### config.mk
export PLATFORM = sky130hd
export DESIGN_NAME = cp0_unit_flat
export DESIGN_NICKNAME = d
export VERILOG_FILES = /design/src/rtl/cp0_unit_pkg.sv /design/src/rtl/cp0_unit_if.sv /design/src/rtl/cp0_unit_arbiter.sv /design/src/rtl/cp0_unit.sv /design/src/flat_wrapper.sv
export SDC_FILE = /design/constraint.sdc
export NUM_CORES = 1
export LEC_CHECK = 0
export CORE_MARGIN = 1
export CORE_UTILIZATION = 41
export CTS_CLUSTER_SIZE = 40
export DETAILED_ROUTE_END_ITERATION = 16
export PLACE_DENSITY_LB_ADDON = 0.15
export SETUP_SLACK_MARGIN = 0.02
export SLEW_MARGIN = 15
export SYNTH_ARGS = -nofsm -noshare
export SYNTH_HDL_FRONTEND = slang
export SYNTH_SLANG_ARGS = --single-unit
### constraint.sdc
create_clock -name clk -period 2.65 [get_ports clk]
set_clock_uncertainty 0.1 [all_clocks]
set_input_delay 0.53 -clock clk [delete_from_list [all_inputs] [get_ports clk]]
set_output_delay 0.53 -clock clk [all_outputs]
set_load 0.005 [all_outputs]
### src/rtl/cp0_unit_pkg.sv
// Shared CP0 definitions: register numbers, exception codes, field layout
// and helpers that pack the architectural register images.
package cp0_unit_pkg;

  localparam logic [4:0] REG_SR    = 5'd12;
  localparam logic [4:0] REG_CAUSE = 5'd13;
  localparam logic [4:0] REG_EPC   = 5'd14;
  localparam logic [4:0] REG_PRID  = 5'd15;

  localparam logic [4:0] EXC_INT  = 5'd0;
  localparam logic [4:0] EXC_ADEL = 5'd4;
  localparam logic [4:0] EXC_ADES = 5'd5;
  localparam logic [4:0] EXC_RI   = 5'd10;
  localparam logic [4:0] EXC_OV   = 5'd12;

  localparam int SR_IE_BIT     = 0;
  localparam int SR_EXL_BIT    = 1;
  localparam int SR_IM_LSB     = 10;
  localparam int CAUSE_EXC_LSB = 2;
  localparam int CAUSE_IP_LSB  = 10;
  localparam int CAUSE_BD_BIT  = 31;

  typedef struct packed {
    logic [5:0] im;
    logic       exl;
    logic       ie;
  } sr_t;

  typedef struct packed {
    logic       bd;
    logic [5:0] ip;
    logic [4:0] exc_code;
  } cause_t;

  // Architectural SR image; unimplemented bits read as zero.
  function automatic logic [31:0] sr_word(sr_t s);
    logic [31:0] w;
    w = '0;
    w[SR_IM_LSB +: 6] = s.im;
    w[SR_EXL_BIT]     = s.exl;
    w[SR_IE_BIT]      = s.ie;
    return w;
  endfunction

  // Architectural Cause image; unimplemented bits read as zero.
  function automatic logic [31:0] cause_word(cause_t c);
    logic [31:0] w;
    w = '0;
    w[CAUSE_BD_BIT]         = c.bd;
    w[CAUSE_IP_LSB +: 6]    = c.ip;
    w[CAUSE_EXC_LSB +: 5]   = c.exc_code;
    return w;
  endfunction

endpackage

### src/rtl/cp0_unit_if.sv
// Pipeline-to-CP0 bus: mfc0/mtc0 access, M-stage exception info, redirect.
interface cp0_unit_if;
  logic [4:0]  A1;
  logic [4:0]  A2;
  logic [31:0] DIn;
  logic        WE;
  logic [31:0] PC;
  logic        BD_in;
  logic [6:2]  ExcCode_in;
  logic [7:2]  HWInt;
  logic        EXLClr;
  logic        IntReq;
  logic [31:0] handler_pc;
  logic [31:0] EPC_out;
  logic [31:0] DOut;

  modport master (
    output A1, A2, DIn, WE, PC, BD_in, ExcCode_in, HWInt, EXLClr,
    input  IntReq, handler_pc, EPC_out, DOut
  );

  modport slave (
    input  A1, A2, DIn, WE, PC, BD_in, ExcCode_in, HWInt, EXLClr,
    output IntReq, handler_pc, EPC_out, DOut
  );
endinterface

### src/rtl/cp0_unit_arbiter.sv
// Combinational exception/interrupt arbiter: decides whether to trap this
// cycle and which code to record. Interrupts outrank synchronous exceptions.
module cp0_exc_arbiter
  import cp0_unit_pkg::*;
(
  input  logic [7:2] hw_int,
  input  sr_t        sr,
  input  logic [6:2] exc_code_in,
  output logic       int_req,
  output logic [4:0] code
);

  logic int_pend;
  logic exc_pend;

  // Pending conditions are masked while already in the handler (EXL).
  always_comb begin
    int_pend = (|(hw_int & sr.im)) & sr.ie & ~sr.exl;
    exc_pend = (exc_code_in != '0) & ~sr.exl;
    int_req  = int_pend | exc_pend;
    code     = int_pend ? EXC_INT : exc_code_in;
  end

endmodule

### src/rtl/cp0_unit.sv
// CP0 register file (SR, Cause, EPC, PRId) with trap entry, eret and mtc0.
// All architectural state lives here; arbitration is in cp0_exc_arbiter.
module cp0_unit
  import cp0_unit_pkg::*;
#(
  parameter logic [31:0] PRID         = 32'h0000_7007,
  parameter logic [31:0] HANDLER_ADDR = 32'h0000_4180
)(
  input  logic     clk,
  input  logic     reset,
  cp0_unit_if.slave bus
);

  sr_t         sr_q;
  cause_t      cause_q;
  logic [31:0] epc_q;

  logic        int_req;
  logic [4:0]  chosen_code;
  logic [31:0] trap_pc;

  cp0_exc_arbiter u_arbiter (
    .hw_int      (bus.HWInt),
    .sr          (sr_q),
    .exc_code_in (bus.ExcCode_in),
    .int_req     (int_req),
    .code        (chosen_code)
  );

  assign bus.IntReq     = int_req;
  assign bus.handler_pc = HANDLER_ADDR;
  assign bus.EPC_out    = epc_q;

  // A delay-slot instruction restarts at its branch so eret re-executes it.
  assign trap_pc = (bus.BD_in ? bus.PC - 32'd4 : bus.PC) & ~32'd3;

  // Register state: reset, then trap entry, then mtc0 / eret.
  // NOTE: state registers use non-blocking assignments so every update in this
  // block sees the pre-edge values, matching the flop behaviour.
  always_ff @(posedge clk) begin
    if (reset) begin
      sr_q    <= '0;
      cause_q <= '0;
      epc_q   <= '0;
    end else begin
      cause_q.ip <= bus.HWInt;
      if (int_req) begin
        sr_q.exl         <= 1'b1;
        cause_q.exc_code <= chosen_code;
        cause_q.bd       <= bus.BD_in;
        epc_q            <= trap_pc;
      end else begin
        if (bus.WE) begin
          case (bus.A2)
            REG_SR: begin
              sr_q.im  <= bus.DIn[SR_IM_LSB +: 6];
              sr_q.exl <= bus.DIn[SR_EXL_BIT];
              sr_q.ie  <= bus.DIn[SR_IE_BIT];
            end
            REG_EPC: epc_q <= bus.DIn & ~32'd3;
            default: ;
          endcase
        end
        if (bus.EXLClr) sr_q.exl <= 1'b0;
      end
    end
  end

  // mfc0 read port; pure combinational view of the current registers.
  // NOTE: the default assignment first keeps this block from inferring a latch
  // for A1 values not listed in the case.
  always_comb begin
    bus.DOut = '0;
    case (bus.A1)
      REG_SR:    bus.DOut = sr_word(sr_q);
      REG_CAUSE: bus.DOut = cause_word(cause_q);
      REG_EPC:   bus.DOut = epc_q;
      REG_PRID:  bus.DOut = PRID;
      default:   bus.DOut = '0;
    endcase
  end

endmodule

### src/flat_wrapper.sv
// flat-port wrapper written by rule: the top's interface ports become plain ports
module cp0_unit_flat import cp0_unit_pkg::*;
#(
  parameter logic [31:0] PRID         = 32'h0000_7007,
  parameter logic [31:0] HANDLER_ADDR = 32'h0000_4180
)
  (clk, reset, bus_A1, bus_A2, bus_DIn, bus_WE, bus_PC, bus_BD_in, bus_ExcCode_in, bus_HWInt, bus_EXLClr, bus_IntReq, bus_handler_pc, bus_EPC_out, bus_DOut);
  cp0_unit_if bus_i ();
  input  logic clk;
  input  logic reset;
  input wire logic [$bits(bus_i.A1)-1:0] bus_A1;
  input wire logic [$bits(bus_i.A2)-1:0] bus_A2;
  input wire logic [$bits(bus_i.DIn)-1:0] bus_DIn;
  input wire logic [$bits(bus_i.WE)-1:0] bus_WE;
  input wire logic [$bits(bus_i.PC)-1:0] bus_PC;
  input wire logic [$bits(bus_i.BD_in)-1:0] bus_BD_in;
  input wire logic [$bits(bus_i.ExcCode_in)-1:0] bus_ExcCode_in;
  input wire logic [$bits(bus_i.HWInt)-1:0] bus_HWInt;
  input wire logic [$bits(bus_i.EXLClr)-1:0] bus_EXLClr;
  output wire logic [$bits(bus_i.IntReq)-1:0] bus_IntReq;
  output wire logic [$bits(bus_i.handler_pc)-1:0] bus_handler_pc;
  output wire logic [$bits(bus_i.EPC_out)-1:0] bus_EPC_out;
  output wire logic [$bits(bus_i.DOut)-1:0] bus_DOut;
  assign bus_i.A1 = bus_A1;
  assign bus_i.A2 = bus_A2;
  assign bus_i.DIn = bus_DIn;
  assign bus_i.WE = bus_WE;
  assign bus_i.PC = bus_PC;
  assign bus_i.BD_in = bus_BD_in;
  assign bus_i.ExcCode_in = bus_ExcCode_in;
  assign bus_i.HWInt = bus_HWInt;
  assign bus_i.EXLClr = bus_EXLClr;
  assign bus_IntReq = bus_i.IntReq;
  assign bus_handler_pc = bus_i.handler_pc;
  assign bus_EPC_out = bus_i.EPC_out;
  assign bus_DOut = bus_i.DOut;
  cp0_unit #(.PRID(PRID), .HANDLER_ADDR(HANDLER_ADDR)) u_core (.clk(clk), .reset(reset), .bus(bus_i));
endmodule
==> impl_results.md <==
- Outcome: finished with violations
- Failing checks: design-rule violations
- Number of distinct library cells after synthesis: 57
- Detailed-route DRC error count: 24
- Global Route Usage Sum: 29.7%
- Place WS: -0.455 ns
- R2R setup slack: 0.73 ns
- DRT iter0 DRCs: 252
- Final hold vios: 0
- Synth Area per Inst: 7.97 sq um
- Finish-stage setup viols: 0
- Ys async rst share: 0%
- Critical path fanouts, max: 2
- CTS tree: done
- Max-slew headroom: 57.2%
- Clock Latency Late Sink: 0.31 ns
- WP data arrival: 1.96 ns
- Clk slew on worst S/H paths: 0.09 ns
- Final net count: 747
- CTS buffer count: 5
- Worst IR drop on VDD: 0.181 mV
- Placed cells: 751
- Leak: 2.41 nW
- Root Driver: clkbuf_8
- Largest net degree at the start of global routing: 38
- Final std cells w/o fill: 765
- Initial antenna violation count: 0
- Slew of the pin with the lowest slew margin: 0.642 ns
- DR pass1 iterations: 11
- Hold-fix buffers, CTS: 0
- Worst setup slack after layout: 0.0577 ns
- Sequential area share after synthesis: 26.6%
- Hold Crit Class: flip-flop to flip-flop
- Clock buffer depth: 2
- Crit path capture: bus_IntReq
- DIE WIDTH: 97.7 um
- I/O pins: 187
- Endpoint class of the critical path: primary output
- GRT overflow: 0
- Clock sink total: 50
- WL per Instance: 18.8 um
- Setup CP Type: input port to primary output
- Die height: 97.7 um
- Core footprint: 8810 sq um
- DR vias: 4577
- Final Cycle Share: 97.8%
- Tmin final: 2.59 ns
- Worst path required time: 2.02 ns
- Mapped cell area: 3760 sq um
- Synth warn: 0
- Antenna cells: 0
- Port bufs: 150
- Power Dens Cells: 337 nW/um^2
- Row count: 34
- Full die area: 9550 sq um
- Syn Inst Count: 471
- Syn-to-layout area delta: 55.3%
- Placed cell areas: 5680 sq um
- Vias in the first global route: 4465
- DR vias/cell: 5.98
- Post-synth EDFFs: 0
- First-pass GRT wire length: 22600 um
- Routed WL: 14300 um
- R2R depth: 5
- # Max-Cap Violations: 0
- Share of cells above drive strength 1: 15.5%
- Worst R2R End: u_core.bus.EPC_out[29]$_SDFFE_PP0P_
- FMAX: 0.386 GHz
- Main synth FF type: dfxtp_1
- Yosys reg bits: 50
- DP Wirelength: 10300 um
- Startpoint types: input port
- Final Slew Violations: 0
- Htree depth: 2
- RSZ-0062 raised after global routing: true
- Worst Setup SP: bus_HWInt[3]
- DRT antenna net count: 0
- Routability congestion estimate: 0.884
- Minimum hold slack: 0.371 ns
- Worst reg2reg startpoint: u_core.sr_q[5]$_SDFFE_PP0P_
- Starting density of the core: 42.7%
- Design Area, Final: 5830 sq um
-- per-stage QoR --
stage / TNS, ns / utilization, % / total power, mW
after floorplan: 0 / - / 1.14
after global placement: -11.02 / 64.5 / 1.48
after detailed placement: -12.20 / 64.5 / 1.49
after CTS: -0.176 / 66.1 / 1.96
after global routing: 0 / 66.2 / 2.04
final: 0 / 66.2 / 1.97
-- critical path, stage by stage --
cell and delay, ns:
clkdlybuf4s50_1 0.44, a22o_1 0.29, o311a_1 0.38, nor2_2 0.14, inv_2 0.07, clkbuf_2 0.11
-- cell type report --
type,instances,area (sq um)
Multi-Input combinational cell,370,2510
Timing Repair Buffer,222,2070
Fill cell,757,2970
Inverter,7,26.3
Tap cell,108,135
Sequential cell,50,1000
Clock inverter,1,5.00
Clock buffer,7,86.3
-- cell usage after synthesis (12+ instances only) --
cell      instances  share of area (%)
buf_4            34                6.8
o31ai_1          33                6.6
nand3_1          12                1.6
a21oi_1          17                2.3
a211oi_1         15                3.0
a41o_1           12                3.2
clkbuf_1         40                4.0
nor2_1           21                2.1
nand2_1          21                2.1
or4_1            12                2.4
mux2i_1          16                4.3
nand4_1          32                5.3
a31oi_1          13                2.2
dfxtp_1          50                 27
and2_1           18                3.0
-- sequential cells by signal, indices dropped and copies added, names as in the netlist --
name,cells
u_core.cause_q,12
u_core.bus.EPC_out,30
u_core.sr_q,8
-- power by group --
part / internal [mW] / switching, mW / total, mW
Combinational: 0.352 / 0.283 / 0.635
Sequential: 0.808 / 0.0476 / 0.856
Clock: 0.212 / 0.264 / 0.475
Total: 1.37 / 0.594 / 1.97
-- routing by layer --
layer  up-vias  global-route usage, %  wire [um]
met5         -                      0          0
met4         0                   12.4        453
met3        33                   3.96       1220
met2       248                   52.0       6990
met1      2166                   36.6       5690
li1       2130                      -          -
-- layout by cell type, fill, tap and decap left out, drive strengths merged, types with 15 or more instances in the layout --
master and count:
a211oi 15, a21oi 17, and2 18, buf 72, clkdlybuf4s50 108, conb 34
dfxtp 50, dlygate4sd2 36, mux2i 16, nand2 21, nand4 32, nor2 21
o31ai 33, or4 17
-- worst min path at each step --
stage	start	endpoint	slack [ns]	cells past startpoint
final	u_core.cause_q[0]$_SDFFE_PP0N_	u_core.cause_q[0]$_SDFFE_PP0N_	0.37	2
after global routing	u_core.sr_q[3]$_SDFFE_PP0P_	u_core.sr_q[3]$_SDFFE_PP0P_	0.41	2
after CTS	u_core.cause_q[0]$_SDFFE_PP0N_	u_core.cause_q[0]$_SDFFE_PP0N_	0.38	2
after detailed placement	u_core.cause_q[0]$_SDFFE_PP0N_	u_core.cause_q[0]$_SDFFE_PP0N_	0.37	2
after global placement	u_core.cause_q[0]$_SDFFE_PP0N_	u_core.cause_q[0]$_SDFFE_PP0N_	0.36	2
after floorplan	u_core.cause_q[0]$_SDFFE_PP0N_	u_core.cause_q[0]$_SDFFE_PP0N_	0.34	2
-- logic make-up after synthesis --
group | after synthesis | synth area share [%]
XOR/XNOR | 8 | 1.87
flip-flops | 50 | 26.6
adder cells (fa/ha/maj) | 1 | 0.333
multiplexers | 17 | 4.56
buffers and inverters | 85 | 12.2
AO/OA/AOI/OAI | 129 | 25.5
AND/OR/NAND/NOR | 179 | 28.8
other | 2 | 0.200
-- repair_timing --
| item | in CTS | in global routing |
|---|---|---|
| cloned | 4 | 0 |
| setup buffers | 2 | 0 |
| gates resized for setup | 54 | 8 |
| pin swaps | 5 | 6 |
| endpoints found under the setup margin | 43 | 11 |
Note: power is estimated with default switching activity, not from simulation.
